<file path="src/rtl/audio_pkg.sv">
// audio_pkg: FSM state type and fixed shift constants shared by the audio loop stage.
package audio_pkg;

    typedef enum logic [1:0] {
        IDLE = 2'd0,
        MUL  = 2'd1,
        ADD  = 2'd2,
        DONE = 2'd3
    } state_t;

    localparam int FB_W     = 32'sd8;
    localparam int FB_SHIFT = 32'sd8;

    // Gain is fixed point with unity at 2^(gw-2), leaving one bit of headroom above x2.
    function automatic int unity_shift(input int gw);
        return gw - 32'sd2;
    endfunction

endpackage

</file>
<file path="src/rtl/audio_dly_ram.sv">
// audio_dly_ram: simple dual-port echo delay line, registered read returning old data on collision.
// Present only in builds with AUDIO_ECHO_EN defined; contents are never reset.
`ifdef AUDIO_ECHO_EN
module audio_dly_ram #(
    parameter int DW = 16,
    parameter int AW = 11
) (
    input  logic          clk,
    input  logic          wr_en,
    input  logic [AW-1:0] wr_addr,
    input  logic [DW-1:0] wr_data,
    input  logic [AW-1:0] rd_addr,
    output logic [DW-1:0] rd_data
);
    localparam int WORDS = 32'sd1 << AW;

    logic [DW-1:0] mem_r [WORDS];
    logic [DW-1:0] rd_data_r;

    // Write port and registered read port; the read samples the array before this edge's write.
    always_ff @(posedge clk) begin
        if (wr_en) begin
            mem_r[wr_addr] <= wr_data;
        end
        rd_data_r <= mem_r[rd_addr];
    end

    assign rd_data = rd_data_r;

endmodule
`endif

</file>
<file path="src/rtl/audio_loop_proc.sv">
// audio_loop_proc: per-channel gain, saturation and feedback echo between codec rx and tx.
// Define AUDIO_ECHO_EN to build the echo path (delay RAM, fill guard, echo_fb/echo_dly).
module audio_loop_proc
    import audio_pkg::*;
#(
    parameter int DW    = 16,
    parameter int CH    = 2,
    parameter int GW    = 8,
    parameter int DEPTH = 1024
) (
    input  logic                     sys_clk,
    input  logic                     sys_rst,
    input  logic [CH*DW-1:0]         in_data,
    input  logic                     in_valid,
    input  logic [CH*GW-1:0]         gain,
    input  logic [7:0]               echo_fb,
    input  logic [$clog2(DEPTH)-1:0] echo_dly,
    input  logic                     bypass,
    output logic [CH*DW-1:0]         out_data,
    output logic                     out_valid,
    output logic [CH-1:0]            clip,
    output logic                     busy,
    output logic                     overrun
);
    localparam int AW  = $clog2(DEPTH);
    localparam int CHW = (CH > 1) ? $clog2(CH) : 1;
    localparam int GS  = unity_shift(GW);
    localparam int PW  = DW + GW + 1;
    localparam int EW  = DW + FB_W + 1;
    localparam int SW  = ((PW > EW) ? PW : EW) + 1;

    localparam logic signed [SW-1:0] SMAX    = {{(SW-DW+1){1'b0}}, {(DW-1){1'b1}}};
    localparam logic signed [SW-1:0] SMIN    = ~SMAX;
    localparam logic [CHW-1:0]       LAST_CH = CHW'(CH - 1);

    state_t                  state_r, state_nx_s;
    logic [CHW-1:0]          ch_r;
    logic [CH*DW-1:0]        x_r, shadow_r, out_data_r;
    logic [CH*GW-1:0]        gain_r;
    logic [CH-1:0]           clip_sh_r, clip_r;
    logic                    bypass_r, out_valid_r, busy_r, overrun_r;
    logic signed [DW-1:0]    x_s, y_s;
    logic [GW-1:0]           g_cur_s;
    logic signed [PW-1:0]    prod_s, g_s;
    logic signed [SW-1:0]    sum_s;
    logic                    y_clip_s, accept_s, last_ch_s, store_s;

    function automatic logic [DW:0] sat_clip(input logic signed [SW-1:0] v);
        logic [DW:0] r;
        if (v > SMAX) begin
            r = {1'b1, SMAX[DW-1:0]};
        end else if (v < SMIN) begin
            r = {1'b1, SMIN[DW-1:0]};
        end else begin
            r = {1'b0, v[DW-1:0]};
        end
        return r;
    endfunction

    assign x_s       = x_r[int'(ch_r)*DW +: DW];
    assign g_cur_s   = gain_r[int'(ch_r)*GW +: GW];
    assign prod_s    = PW'(x_s) * PW'($signed({1'b0, g_cur_s}));
    assign g_s       = prod_s >>> GS;
    assign accept_s  = (state_r == IDLE) && in_valid && !busy_r;
    assign last_ch_s = (ch_r == LAST_CH);

`ifdef AUDIO_ECHO_EN
    localparam logic [AW:0] DEPTH_L = DEPTH[AW:0];

    logic [AW-1:0]        wr_ptr_r, dly_r;
    logic [AW:0]          fill_r, d_len_s;
    logic [7:0]           fb_r;
    logic signed [SW-1:0] g_r;
    logic [DW-1:0]        rd_data_s;
    logic signed [DW-1:0] d_s;
    logic signed [EW-1:0] e_s;

    // Delay lines younger than the requested delay read as silence, so stale RAM never leaks out.
    assign d_len_s = (dly_r == '0) ? DEPTH_L : {1'b0, dly_r};
    assign d_s     = (d_len_s > fill_r) ? '0 : rd_data_s;
    assign e_s     = (EW'(d_s) * EW'($signed({1'b0, fb_r}))) >>> FB_SHIFT;
    assign sum_s   = g_r + SW'(e_s);
    assign store_s = (state_r == ADD);

    audio_dly_ram #(
        .DW (DW),
        .AW (AW + CHW)
    ) u_ram (
        .clk     (sys_clk),
        .wr_en   (store_s),
        .wr_addr ({wr_ptr_r, ch_r}),
        .wr_data (y_s),
        .rd_addr ({wr_ptr_r - dly_r, ch_r}),
        .rd_data (rd_data_s)
    );

    // Echo-side registers: frame parameters, gain product hand-off, write pointer and fill count.
    always_ff @(posedge sys_clk) begin
        if (sys_rst) begin
            fb_r     <= 8'd0;
            dly_r    <= '0;
            g_r      <= '0;
            wr_ptr_r <= '0;
            fill_r   <= '0;
        end else begin
            if (accept_s) begin
                fb_r  <= echo_fb;
                dly_r <= echo_dly;
            end
            if (state_r == MUL) begin
                g_r <= SW'(g_s);
            end
            if (state_r == DONE) begin
                wr_ptr_r <= wr_ptr_r + 1'b1;
                if (fill_r != DEPTH_L) begin
                    fill_r <= fill_r + 1'b1;
                end
            end
        end
    end
`else
    logic echo_unused_s;

    assign echo_unused_s = ^{echo_fb, echo_dly};
    assign sum_s         = SW'(g_s);
    assign store_s       = (state_r == MUL);
`endif

    // Output sample for the current channel: raw input in bypass, otherwise the saturated sum.
    always_comb begin
        y_s      = x_s;
        y_clip_s = 1'b0;
        if (bypass_r) begin
            y_s      = x_s;
            y_clip_s = 1'b0;
        end else begin
            {y_clip_s, y_s} = sat_clip(sum_s);
        end
    end

    // FSM state register.
    always_ff @(posedge sys_clk) begin
        if (sys_rst) begin
            state_r <= IDLE;
        end else begin
            state_r <= state_nx_s;
        end
    end

    // FSM next-state: one MUL (and ADD with echo) pass per channel, then DONE.
    always_comb begin
        state_nx_s = state_r;
        case (state_r)
            IDLE: begin
                if (accept_s) begin
                    state_nx_s = MUL;
                end else begin
                    state_nx_s = IDLE;
                end
            end
            MUL: begin
`ifdef AUDIO_ECHO_EN
                state_nx_s = ADD;
`else
                if (last_ch_s) begin
                    state_nx_s = DONE;
                end else begin
                    state_nx_s = MUL;
                end
`endif
            end
            ADD: begin
                if (last_ch_s) begin
                    state_nx_s = DONE;
                end else begin
                    state_nx_s = MUL;
                end
            end
            DONE:    state_nx_s = IDLE;
            default: state_nx_s = IDLE;
        endcase
    end

    // Frame capture, per-channel shadow update and output publication.
    always_ff @(posedge sys_clk) begin
        if (sys_rst) begin
            ch_r        <= '0;
            x_r         <= '0;
            gain_r      <= '0;
            bypass_r    <= 1'b0;
            shadow_r    <= '0;
            clip_sh_r   <= '0;
            out_data_r  <= '0;
            clip_r      <= '0;
            out_valid_r <= 1'b0;
            busy_r      <= 1'b0;
            overrun_r   <= 1'b0;
        end else begin
            out_valid_r <= 1'b0;
            overrun_r   <= in_valid && busy_r;
            if (out_valid_r) begin
                busy_r <= 1'b0;
            end
            case (state_r)
                IDLE: begin
                    if (accept_s) begin
                        x_r      <= in_data;
                        gain_r   <= gain;
                        bypass_r <= bypass;
                        ch_r     <= '0;
                        busy_r   <= 1'b1;
                    end
                end
                DONE: begin
                    out_data_r  <= shadow_r;
                    clip_r      <= clip_sh_r;
                    out_valid_r <= 1'b1;
                end
                default: ;
            endcase
            if (store_s) begin
                shadow_r[int'(ch_r)*DW +: DW] <= y_s;
                clip_sh_r[ch_r]               <= y_clip_s;
                if (!last_ch_s) begin
                    ch_r <= ch_r + 1'b1;
                end
            end
        end
    end

    assign out_data  = out_data_r;
    assign out_valid = out_valid_r;
    assign clip      = clip_r;
    assign busy      = busy_r;
    assign overrun   = overrun_r;

endmodule

</file>
<file path="config.mk">
export PLATFORM = sky130hd
export DESIGN_NAME = audio_loop_proc
export DESIGN_NICKNAME = d
export VERILOG_FILES = /design/src/rtl/audio_pkg.sv /design/src/rtl/audio_dly_ram.sv /design/src/rtl/audio_loop_proc.sv
export SDC_FILE = /design/constraint.sdc
export NUM_CORES = 1
export LEC_CHECK = 0
export ABC_AREA = 1
export BUFFER_PORTS_ARGS = -buffer_cell sky130_fd_sc_hd__buf_4
export CAP_MARGIN = 20
export CORE_UTILIZATION = 60
export CTS_CLUSTER_DIAMETER = 50
export DETAILED_ROUTE_END_ITERATION = 16
export GPL_ROUTABILITY_DRIVEN = 0
export PLACE_DENSITY_LB_ADDON = 0.05
export SYNTH_ARGS = -nofsm -noshare
export SYNTH_HDL_FRONTEND = slang
export SYNTH_SLANG_ARGS = --single-unit
export TNS_END_PERCENT = 5
</file>
<file path="constraint.sdc">
create_clock -name sys_clk -period 11.5 [get_ports sys_clk]
set_input_delay 1.15 -clock sys_clk [delete_from_list [all_inputs] [get_ports sys_clk]]
set_output_delay 1.15 -clock sys_clk [all_outputs]
set_load 0.01 [all_outputs]
</file>
== Yosys cells after proc, flatten, opt, wreduce, memory -nomap -nowiden ==
Cells that the tools add are included.

* $lt $le $gt $ge: 4
* Muxes and demuxes: 19
* Reduce and logical (&&, ||, !) cells: 8
* $mul: 1
* Add/sub/neg operators: 2
* Equal/unequal tests: 3
* Shift operators: 4

{| class="wikitable"
|+ Operators with widths
! kind !! number
|-
| two-way mux 17 bit || 2
|-
| negation 5 -> 33 bit || 1
|-
| variable shift 16 x 33 -> 32 bit, first input constant || 1
|-
| variable part select 16 x 33 -> 32 bit || 1
|-
| bitwise mux 32 bit || 1
|-
| variable part select 32 x 6 -> 16 bit || 1
|-
| multiplier 16 x 9 -> 25 bit || 1
|-
| greater-than comparator 19 x 16 -> 1 bit, second input constant || 1
|-
| less-than comparator 19 x 16 -> 1 bit, second input constant || 1
|-
| two-way mux 16 bit || 1
|-
| variable part select 16 x 5 -> 8 bit || 1
|-
| two-way mux 1 bit || 11
|-
| case mux 2 bit (3 select lines) || 1
|-
| == test 2 bit, second input constant || 2
|-
| logical AND 1 bit || 4
|-
| bitwise mux 2 bit || 1
|-
| == test 2 x 1 -> 1 bit, second input constant || 1
|-
| zero test 2 bit || 1
|-
| less-than comparator 1 x 2 -> 1 bit, second input constant || 1
|-
| two-way mux 2 bit || 1
|-
| AND reduction 2 bit || 1
|-
| OR reduction 2 bit || 1
|-
| adder 1 bit, second input constant || 1
|-
| demux 1 bit (select 1 bit) || 1
|-
| other kinds (2) || 2
|}

* Register bits: 123
* Logic and storage cells: 53

== Depth between registers and ports, before layout ==
Gate-level depths: netlist (run 1).

* Word-level depth: 8
* Gate-level depth with buffers: 32
* Depth with buffers taken out: 30

== Worst setup path after synthesis (run 1) ==
No wires, ideal clock.

* Path type: register -> register
* Start point: reg ch_r
* End point: reg shadow_r[10]
* Path buffers: 3
* Setup time: 0.128 ns
* Required time: 11.372 ns
* Cell stages (with the launch flop): 29
* Arrival: 5.494 ns
* Path slack: 5.877 ns
* Cells stage by stage: dfxtp_1 -> inv_1 -> clkbuf_1 -> or2_2 -> o21ai_0 -> inv_1 -> clkbuf_1 -> nand2_1 -> fa_1 -> inv_1 -> fa_1 -> fa_1 -> inv_1 -> fa_1 -> inv_1 -> ha_1 -> a21oi_1 -> o21ai_0 -> a21oi_1 -> nand2_1 -> nor2_1 -> nand2_2 -> nand2_1 -> nand2_1 -> a21oi_4 -> buf_6 -> nand2_1 -> nand2_1 -> a21oi_1

* Cells in the longest elaborated chain, start to end: 8
* Elaborated cells on any way between the ends: 12
* Classes of those cells: add/sub: 1; mul: 1; order compare: 2; shift: 4; mux: 4

{| class="wikitable"
|+ Ends and longest elaborated chain
! element !! RTL line !! RTL
|-
| start: declaration || audio_loop_proc.sv:37 || <nowiki>logic [CHW-1:0] ch_r;</nowiki>
|-
| start signal: assignment || audio_loop_proc.sv:225 || <nowiki>ch_r <= ch_r + 1'b1;</nowiki>
|-
| variable part select 32 x 6 -> 16 bit or variable part select 16 x 5 -> 8 bit (tied branches) || audio_loop_proc.sv:60, audio_loop_proc.sv:61 ||
|-
| multiplier 16 x 9 -> 25 bit || audio_loop_proc.sv:62 || <nowiki>assign prod_s = PW'(x_s) * PW'($signed({1'b0, g_cur_s}));</nowiki>
|-
| less-than comparator 19 x 16 -> 1 bit || audio_loop_proc.sv:52 || <nowiki>end else if (v < SMIN) begin</nowiki>
|-
| two-way mux 17 bit || audio_loop_proc.sv:52 ||
|-
| two-way mux 17 bit || audio_loop_proc.sv:50 || <nowiki>if (v > SMAX) begin</nowiki>
|-
| two-way mux 16 bit || audio_loop_proc.sv:133 || <nowiki>if (bypass_r) begin</nowiki>
|-
| variable part select 16 x 33 -> 32 bit || audio_loop_proc.sv:222 || <nowiki>shadow_r[int'(ch_r)*DW +: DW] <= y_s;</nowiki>
|-
| bitwise mux 32 bit (*) || audio_loop_proc.sv:222 ||
|-
| end signal: indexed assignment || audio_loop_proc.sv:222 ||
|-
| end: declaration || audio_loop_proc.sv:38 || <nowiki>logic [CH*DW-1:0] x_r, shadow_r, out_data_r;</nowiki>
|}

Every way passes the cells marked *; elsewhere a longest branch is shown, timed or not.
A chain may end at the register's enable or synchronous reset.

== Final worst setup path (run 1) ==
* Start point: reg ch_r
* End point: reg shadow_r[11]

The elaborated chain is that of the path after synthesis.

==> results.txt, run 1 <==
----------------------------------------------------
[Logic synthesis]
  Post-Synthesis Mean Instance Area ... 7.23 um^2
  Synthesized cell area ... 0.00959 mm^2
  Number of library cell types mapped by synthesis ... 30
  Gate count of the mapped netlist ... approximately 1300
  Post-synth net total ... about 1500
  Sequential area share after synthesis ... 25.7%
  Register bit total from synthesis ... approximately 120
  Synth warnings ... 0

[STA]
  Worst Setup Slack, final ... 4.50 ns
  Transition at the pin with the smallest max-transition slack ... between 1 and 1.5 ns
  Worst clock skew ... approximately 0.012 ns
  Final critical-path share of the clock period ... between 60 and 70%
  Final critical-path required period ... 7.00 ns
  Max Freq ... between 100 and 150 MHz
  Final count of pins violating max slew ... 0
  Total count of hold-check failures in the final report ... 0
  Sum of negative setup slack ... 0 ns
  Unrepaired setup endpoints after global routing ... false
  Number of failing setup endpoints in the final timing report ... 0
  Max_slew headroom ... ~28%

[Die]
  Top-Level Pins ... around 110
  Rows ... between 40 and 50
  Effective utilization at floorplan ... 62.2%
  Die width ... around 130 um
  Die ar. ... 0.0165 mm^2
  Height of the chip ... approximately 130 um
  Placeable core region ... between 0.015 and 0.02 mm^2

[Critical path]
  Data arrival time at the worst-slack endpoint ... roughly 7.3 ns
  Maximum fanout along the worst path ... 29
  Type of origin of the critical path ... register
  Required time worst endpoint ... 11.77 ns
  Crit path largest cell delay ... about 0.7 ns
  Most repeated library cell on the critical path ... nand2_1
  Buffers & Inverters on Critical Path ... 7
  Element type at the critical path end ... register
  Kind of cell adding the most delay to the critical path ... adder cells
  Worst path slowest cell ... fa_1
  Kind of critical path ... register to register

[Drt]
  Overall routed net length ... 24000 um
  Total number of vias ... 8400
  Routed len/inst ... between 10 and 15 um
  DRT iter0 DRCs ... roughly 550
  Residual antenna-violating net count after detailed routing ... 0
  Pre-Repair DR Iteration Count ... 8
  Detail-routed via count per cell ... 5.19
  Remaining routing DRC violations ... 0

[CTS]
  Number of clock buffers inserted by TritonCTS ... 17
  Post-CTS Setup Repair Bufs ... 0
  CTS sink count ... 123
  Number of levels in the clock H-tree ... 4
  Number of buffers on the longest clock path ... 2
  Clock transition at the registers of the reported paths ... 0.06 ns
  Later-pin clock latency in the skew report ... roughly 0.42 ns
  Hold buffer count at cts ... 0
  Quantity of gates resized following cts ... 0
  Library cell used as clock root buffer ... clkbuf_16
  TritonCTS clock tree ... done

[Layout]
  Post-layout net count ... 1614
  Count of filler cells inserted in the layout ... roughly 1300
  Share of layout cells above drive strength 1 ... between 10% and 20%
  Leading cell type in the layout, fill and taps excluded ... nor2_1
  Growth of design area from synthesis to finish ... 14.7%
  N_diodes ... 0
  Top library cells by usage in the layout, fill and taps aside ... nor2_1 (264), nand2_1 (254), inv_1 (217)

[Min path]
  Worst hold-check path type ... register to register

[Pwr]
  Overall power of the completed layout ... between 0.0015 and 0.002 W
  P_leak ... about 5.8 nW
  PwrDens ... ~150 mW/mm^2
  Peak supply drop ... ~100 uV

[Job]
  Number of max-cap violations ... 0

[Place]
  Count of port buffers added during placement ... a little under 90
  Worst setup slack after placement ... between 4 and 5 ns
  Detailed placement HPWL ... about 18000 um

[Global routing]
  GRT overflow ... 0
  Via count of the first global-routing pass ... 8116
  Wire length of the first global-routing pass ... a little under 40000 um
  GRT Resource Usage Total ... 30.9%
  Maximum number of pins on one net before global-route repair ... 71
  Antenna violations before repair ... 0

[Outcome]
  Status ... finished clean

----------------------------------------------------
==> layer usage <==
layer  global-route usage, %  up-vias  routed length (um)
li1                        -     4156                   -
met1                    40.7     3938               10500
met2                    51.2      264               11400
met3                    5.65       42                1410
met4                    10.8        0                 639
met5                       0        -                   0
==> cell type report <==
cell class	count	area [um^2]	area share [%]
inverters	221	830	7.54
clock buffers	17	425	3.86
repair buffers	99	743	6.75
clock inverters	15	186	1.69
well taps	211	264	2.40
flip-flops and latches	123	2460	22.4
multi-input cells	932	6100	55.4
==> metrics by stage <==
stage | hold WS [ns] | utilization [%] | cell area, um^2 | std cells
after floorplan | 0.444 | - | 9590 | 1327
after global placement | 0.460 | 67.4 | 10400 | 1586
after detailed placement | 0.466 | 67.4 | 10400 | 1586
after CTS | 0.482 | 71.3 | 11000 | 1618
after global routing | 0.491 | 71.3 | 11000 | 1618
final | 0.478 | 71.3 | 11000 | 1618
==> worst paths after layout <==
kind	startpoint	endpoint	slack [ns]	cells past startpoint
min	shadow_r[7]	out_data[7]	0.48	2
max	ch_r	shadow_r[11]	4.50	27
max reg2reg	ch_r	shadow_r[11]	4.50	27
min reg2reg	shadow_r[7]	out_data[7]	0.48	2
==> kinds of logic after synthesis <==
| group | synth area share, % |
|---|---|
| AO/OA/AOI/OAI | 10.4 |
| AND/OR/NAND/NOR | 23.7 |
| XOR/XNOR | 1.64 |
| buffers and inverters | 10.9 |
| multiplexers | 0.209 |
| adder cells (fa/ha/maj) | 27.5 |
| flip-flops | 25.7 |
==> sequential cells by signal, indices dropped and copies added (netlist names) <==
| register | flops |
|---|---|
| out_valid | 1 |
| overrun | 1 |
| out_data | 32 |
| shadow_r | 32 |
| busy | 1 |
| ch_r | 1 |
| clip | 2 |
| clip_sh_r | 2 |
| gain_r | 16 |
| x_r | 32 |
| state_r | 2 |
| bypass_r | 1 |
==> tightest hold or removal path: stages (launching register included) <==
cell and delay (ns):
dfxtp_1 0.32, nor2_1 0.04, nor2_1 0.08
==> report_power, final <==
group / internal [W] / switching, W / leakage [nW]
Combinational: 0.000202 / 0.000412 / 4.50
Sequential: 0.000453 / 0.0000155 / 1.01
Clock: 0.000345 / 0.000211 / 0.293
==> synthesized netlist by cell type <==
master / number / share of area, %
and3_1: 1 / 0.065
nor2_1: 264 / 10
inv_1: 218 / 8.5
o21bai_1: 4 / 0.31
nand3_2: 3 / 0.31
buf_6: 3 / 0.35
nor3_1: 4 / 0.21
a21o_1: 3 / 0.23
ha_1: 49 / 6.4
nand2_1: 254 / 9.9
and2_1: 2 / 0.13
clkinv_1: 2 / 0.078
nand2_4: 4 / 0.47
fa_1: 101 / 21
nand2_2: 8 / 0.52
xor2_1: 9 / 0.82
o21a_1: 1 / 0.078
o21ai_0: 126 / 6.6
nand4_1: 2 / 0.13
nor2_4: 2 / 0.23
nand3_1: 19 / 0.99
nand3b_1: 1 / 0.078
dfxtp_1: 123 / 26
a21oi_1: 58 / 3.0
or2_2: 5 / 0.33
a21oi_4: 1 / 0.17
inv_2: 1 / 0.039
xnor2_1: 9 / 0.82
clkbuf_1: 48 / 1.9
mux2i_1: 2 / 0.21
Note: power is estimated with default switching activity, not from simulation.
==> run 2: changes to the inputs <==
- clock period: 11.5 -> 6.75 ns (I/O delays scaled with it)
==> run 2 against run 1 <==
Sequential share of layout area decreased by 0.076 points. Final cell count grew 0.25%. Clock power rose by 72%. Clock-buffer cell count up 1. Utilization grew 0.24 points. Die area unchanged.
==> results.txt, run 2 (same netlist as run 1, synthesis figures left out) <==
----------------------------------------------------
[Drt]
  Pre-Repair DR Iteration Count ... 5 (-3)
  Residual antenna-violating net count after detailed routing ... 0 (unchanged)
  Overall routed net length ... 23700 um (-1.3%)
  Total number of vias ... 8358 (-0.50%)
  Highest metal layer with signal wires ... met4
  Routed len/inst ... 14.6 um (-1.6%)
  Detailed-routed wire length on met2 ... 11300 um (-1.2%)
  Met1 Routed Length ... 10300 um (-1.9%)
  Detail-routed via count per cell ... 5.15 (-0.75%)
  Metal3 WL ... 1300 um (-8.0%)
  DRT iter0 DRCs ... 566 (+2.2%)
  Remaining routing DRC violations ... 0 (unchanged)

[Die]
  Die ar. ... 0.0165 mm^2 (unchanged)
  Rows ... 45 (unchanged)
  Top-Level Pins ... 107 (unchanged)
  Height of the chip ... 128 um (unchanged)
  Die width ... 128 um (unchanged)
  Placeable core region ... 0.0154 mm^2 (unchanged)
  Effective utilization at floorplan ... 62.2% (unchanged)

[CTS]
  TritonCTS clock tree ... done
  Post-CTS Setup Repair Bufs ... 0 (unchanged)
  Number of clock buffers inserted by TritonCTS ... 17 (unchanged)
  Library cell used as clock root buffer ... clkbuf_16
  Number of levels in the clock H-tree ... 4 (unchanged)
  Later-pin clock latency in the skew report ... 0.41 ns (about the same)
  Hold buffer count at cts ... 0 (unchanged)
  CTS sink count ... 123 (unchanged)
  Quantity of gates resized following cts ... 0 (unchanged)
  Number of buffers on the longest clock path ... 2 (unchanged)
  Clock transition at the registers of the reported paths ... 0.06 ns (about the same)

[STA]
  Unrepaired setup endpoints after global routing ... false
  Final critical-path share of the clock period ... 92.5% (+32 points)
  Transition at the pin with the smallest max-transition slack ... 0.913 ns (-0.140 ns)
  Number of failing setup endpoints in the final timing report ... 0 (unchanged)
  Sum of negative setup slack ... 0 ns (unchanged)
  Worst clock skew ... 0.00707 ns (-0.00513 ns)
  Total count of hold-check failures in the final report ... 0 (unchanged)
  Final count of pins violating max slew ... 0 (unchanged)
  Final critical-path required period ... 6.24 ns (-0.754 ns)
  Max Freq ... 160 MHz (+12%)
  Max_slew headroom ... 39.1% (+11 points)
  Worst Setup Slack, final ... 0.505 ns (-4.00 ns)
  Fin Hold WS ... 0.473 ns (-0.00474 ns)

[Critical path]
  End of the worst register-to-register path ... shadow_r[16]
  Required time worst endpoint ... 7.01 ns (-4.76 ns)
  Element type at the critical path end ... register
  Kind of critical path ... register to register
  Worst Reg2Reg Path Length in Cells ... 27 (unchanged)
  Capture point of the worst path ... shadow_r[16]
  Type of origin of the critical path ... register
  Maximum fanout along the worst path ... 17 (-41%)
  Data arrival time at the worst-slack endpoint ... 6.51 ns (-0.76 ns)
  Worst reg-to-reg setup slack ... 0.51 ns (-4.00 ns)
  Crit Reg-Reg Startpoint ... ch_r
  Worst setup path startpoint ... ch_r

[Min path]
  Worst hold-check path type ... input port to register
  Worst hold path cell count ... 2 (unchanged)

[Pwr]
  Combinational Power Share ... 37.0% (-0.5 points)
  Pint ... 0.00172 W (+72%)
  Net switching share of the total power ... 38.2% (-0.74 points)
  P_leak ... 5.83 nW (+0.50%)
  Relative contribution of sequential cells to total power ... 28.7% (about the same)
  Clock Power Share ... 34.3% (+0.4 points)
  Peak supply drop ... 189 uV (+87%)
  Reported net switching power ... 0.00106 W (+67%)
  PwrDens ... 252 mW/mm^2 (+69%)

[Layout]
  Top library cells by usage in the layout, fill and taps aside ... nor2_1 (264), nand2_1 (254), inv_1 (217)
  Leading cell type in the layout, fill and taps excluded ... nor2_1
  N_diodes ... 0 (unchanged)
  Post-layout net count ... 1618 (+0.25%)
  Non-filler instance count after layout ... 1622 (+0.25%)
  Share of layout cells above drive strength 1 ... 11.4% (+0.18 points)
  Count of filler cells inserted in the layout ... 1331 (-0.15%)
  Growth of design area from synthesis to finish ... 15.1%

[Place]
  Count of port buffers added during placement ... 88 (unchanged)
  Total placed cells including tap cells ... 1590 (+0.25%)
  Detailed placement HPWL ... 18100 um (-0.94%)
  Worst setup slack after placement ... 0.611 ns (-3.97 ns)

[Job]
  Number of max-cap violations ... 0 (unchanged)

[Global routing]
  GRT overflow ... 0 (unchanged)
  GRT Resource Usage Total ... 30.8% (-0.11 points)
  Antenna violations before repair ... 0 (unchanged)
  Via count of the first global-routing pass ... 8126 (+0.12%)
  Wire length of the first global-routing pass ... 39400 um (about the same)
  Maximum number of pins on one net before global-route repair ... 118 (+66%)

[Outcome]
  Status ... finished clean

----------------------------------------------------
-- run 2: worst min-delay path by stage --
stage | start | end | slack [ns]
6_report | sys_rst | state_r[0] | 0.47
5_1_grt | sys_rst | state_r[0] | 0.48
3_3_place_gp | gain_r[8] | gain_r[8] | 0.46
3_5_place_dp | gain_r[8] | gain_r[8] | 0.46
2_1_floorplan | gain_r[8] | gain_r[8] | 0.44
4_1_cts | sys_rst | state_r[0] | 0.47
-- run 2: worst max-delay path: stages, from the launching register on --
cell and delay, ns:
dfxtp_1 0.42, buf_4 0.29, nand2_1 0.08, o21ai_0 0.08, buf_4 0.23, inv_1 0.10
nor2_1 0.17, inv_1 0.12, fa_1 0.63, inv_1 0.14, fa_1 0.50, fa_1 0.49
inv_1 0.05, fa_1 0.53, inv_1 0.04, ha_1 0.37, a21oi_1 0.25, o21ai_0 0.16
a21oi_1 0.15, nand2_1 0.06, nor2_1 0.22, nand2_2 0.09, nand2_1 0.06, nand2_1 0.09
a21oi_4 0.41, nand2_1 0.10, nand2_1 0.17, a21oi_1 0.08
-- run 2: per-stage QoR --
stage / util [%] / cell area [um^2] / total power [W]
after detailed placement: 67.6 / 10400 / 0.00183
after CTS: 71.6 / 11000 / 0.00279
after floorplan: - / 9590 / 0.00157
after global placement: 67.6 / 10400 / 0.00182
final: 71.6 / 11000 / 0.00278
after global routing: 71.6 / 11000 / 0.00297
-- run 2: routing by layer --
metal,track usage [%],vias up
met4,12.7,0
li1,-,4158
met5,0,-
met3,4.78,50
met1,40.3,3870
met2,51.1,280
-- run 2: final cells by class --
type	count	area, um^2	share of cell area [%]
clock buffer	18	439	3.98
tap	211	264	2.39
sequential	123	2460	22.3
timing repair buffer	103	773	7.00
multi-input combinational	932	6090	55.2
clock inverter	14	184	1.67
inverter	221	830	7.51
-- run 2: power groups by stage --
| stage | registers (W) | logic [W] | clock network, W |
|---|---|---|---|
| 2_1_floorplan | 0.000804 | 0.000769 | 0 |
| 3_3_place_gp | 0.000812 | 0.00100 | 0 |
| 3_5_place_dp | 0.000813 | 0.00102 | 0 |
| 4_1_cts | 0.000798 | 0.00103 | 0.000962 |
| 5_1_grt | 0.000804 | 0.00117 | 0.000994 |
| 6_report | 0.000799 | 0.00103 | 0.000954 |
==> run 3: changes to the inputs <==
- GPL_TIMING_DRIVEN: default -> 0
==> run 3 against run 2 <==
First-iteration DRC count grew 39%. Combinational power grew 8%. Clock-buffer cell count shrank 1. Register-to-register slack lost 0.17 ns. Critical path depth shrank 1. Final cell count grew 2.2%. Highest routed layer unchanged.
==> results.txt, run 3 (same netlist as run 1, synthesis figures left out) <==
----------------------------------------------------
[Outcome]
  Status ... finished clean

[STA]
  Unrepaired setup endpoints after global routing ... false
  Final count of pins violating max slew ... 0 (unchanged)
  Number of failing setup endpoints in the final timing report ... 0 (unchanged)
  Max_slew headroom ... 49.9% (+11 points)
  Worst clock skew ... 0.00695 ns (-0.000120 ns)
  Worst Setup Slack, final ... 0.339 ns (-0.167 ns)
  Max Freq ... 156 MHz (-2.6%)
  Transition at the pin with the smallest max-transition slack ... 0.737 ns (-0.176 ns)
  Final critical-path share of the clock period ... 95.0% (+2.5 points)
  Final critical-path required period ... 6.41 ns (+0.167 ns)
  Total count of hold-check failures in the final report ... 0 (unchanged)

[Global routing]
  Maximum number of pins on one net before global-route repair ... 17 (-86%)
  GRT overflow ... 0 (unchanged)
  Via count of the first global-routing pass ... 8515 (+4.8%)
  Antenna violations before repair ... 0 (unchanged)
  GRT Resource Usage Total ... 33.4% (+2.6 points)
  Wire length of the first global-routing pass ... 42300 um (+7.3%)

[CTS]
  Number of clock buffers inserted by TritonCTS ... 17 (unchanged)
  Number of levels in the clock H-tree ... 4 (unchanged)
  CTS sink count ... 123 (unchanged)
  Clock transition at the registers of the reported paths ... 0.06 ns (about the same)
  Later-pin clock latency in the skew report ... 0.43 ns (+0.02 ns)
  Post-CTS Setup Repair Bufs ... 0 (unchanged)
  Library cell used as clock root buffer ... clkbuf_16
  Number of buffers on the longest clock path ... 2 (unchanged)
  TritonCTS clock tree ... done

[Die]
  Height of the chip ... 128 um (unchanged)
  Rows ... 45 (unchanged)
  Top-Level Pins ... 107 (unchanged)
  Effective utilization at floorplan ... 62.2% (unchanged)
  Die width ... 128 um (unchanged)
  Placeable core region ... 0.0154 mm^2 (unchanged)
  Die ar. ... 0.0165 mm^2 (unchanged)

[Place]
  Detailed placement HPWL ... 20600 um (+13%)
  Worst setup slack after placement ... -0.121 ns (-0.732 ns)
  Count of port buffers added during placement ... 88 (unchanged)

[Layout]
  Post-layout net count ... 1653 (+2.2%)
  N_diodes ... 0 (unchanged)
  Top library cells by usage in the layout, fill and taps aside ... nor2_1 (264), nand2_1 (254), inv_1 (217)
  Utilization after layout ... 72.1% (+0.53 points)
  Leading cell type in the layout, fill and taps excluded ... nor2_1
  Growth of design area from synthesis to finish ... 16.0%
  Share of layout cells above drive strength 1 ... 10.7% (-0.69 points)

[Drt]
  Overall routed net length ... 26100 um (+10%)
  Detail-routed via count per cell ... 5.34 (+3.7%)
  Total number of vias ... 8851 (+5.9%)
  Routed len/inst ... 15.7 um (+7.8%)
  Remaining routing DRC violations ... 0 (unchanged)
  Pre-Repair DR Iteration Count ... 5 (unchanged)
  Residual antenna-violating net count after detailed routing ... 0 (unchanged)
  DRT iter0 DRCs ... 785 (+39%)

[Critical path]
  Most repeated library cell on the critical path ... nand2_1
  Data arrival time at the worst-slack endpoint ... 6.70 ns (+0.19 ns)
  Kind of critical path ... register to register
  Worst path slowest cell ... fa_1
  Buffers & Inverters on Critical Path ... 6 (-1)
  Required time worst endpoint ... 7.04 ns (+0.03 ns)
  Type of origin of the critical path ... register
  Kind of cell adding the most delay to the critical path ... adder cells
  Element type at the critical path end ... register
  Maximum fanout along the worst path ... 10 (-7)
  Crit path largest cell delay ... 0.58 ns (-0.05 ns)

[Job]
  Number of max-cap violations ... 0 (unchanged)

[Pwr]
  PwrDens ... 254 mW/mm^2 (+0.68%)
  P_leak ... 5.83 nW (about the same)
  Peak supply drop ... 186 uV (-1.4%)

[Min path]
  Worst hold-check path type ... input port to register

----------------------------------------------------
==> run 3: final timing paths <==
kind | from | endpoint | slack (ns) | cells after the start
min | sys_rst | state_r[0] | 0.47 | 2
max reg2reg | ch_r | shadow_r[27] | 0.34 | 26
max | ch_r | shadow_r[27] | 0.34 | 26
min reg2reg | gain_r[8] | gain_r[8] | 0.48 | 2
==> run 3: timing repair <==
action | 4_1_cts | 5_1_grt
gates resized for setup | 1 | 18
hold buffers | 0 | 0
endpoints found under the setup margin | 26 | 34
pin swaps | 0 | 0
==> run 3: per-stage QoR <==
step / power [W] / instances / setup TNS (ns) / hold WS (ns) / instance area (um^2)
finish: 0.00282 / 1657 / 0 / 0.466 / 11100
global route: 0.00298 / 1657 / 0 / 0.471 / 11100
CTS: 0.00280 / 1657 / 0 / 0.464 / 11100
detailed placement: 0.00190 / 1626 / -2.01 / 0.464 / 10500
global placement: 0.00188 / 1626 / 0 / 0.467 / 10500
floorplan: 0.00157 / 1327 / 0 / 0.444 / 9590
==> run 3: power by group <==
| group | switching (W) | internal [W] |
|---|---|---|
| combinational | 0.000746 | 0.000367 |
| sequential | 0.0000257 | 0.000772 |
| clock | 0.000384 | 0.000526 |
==> run 3: area by class of cell <==
class | instances | area, um^2
buffer | 50 | 218
clock buffer | 17 | 425
clock inverter | 15 | 168
fill | 1316 | 4300
inverter | 221 | 830
multi-input combinational | 932 | 6100
sequential | 123 | 2460
tap | 211 | 264
timing repair buffer | 88 | 661
==> run 3: routing by layer <==
layer	vias up	global-route usage, %	routed length [um]
met1	4190	44.5	11200
li1	4243	-	-
met5	-	0	0
met3	49	5.78	1900
met4	0	10.9	638
met2	369	55.2	12400
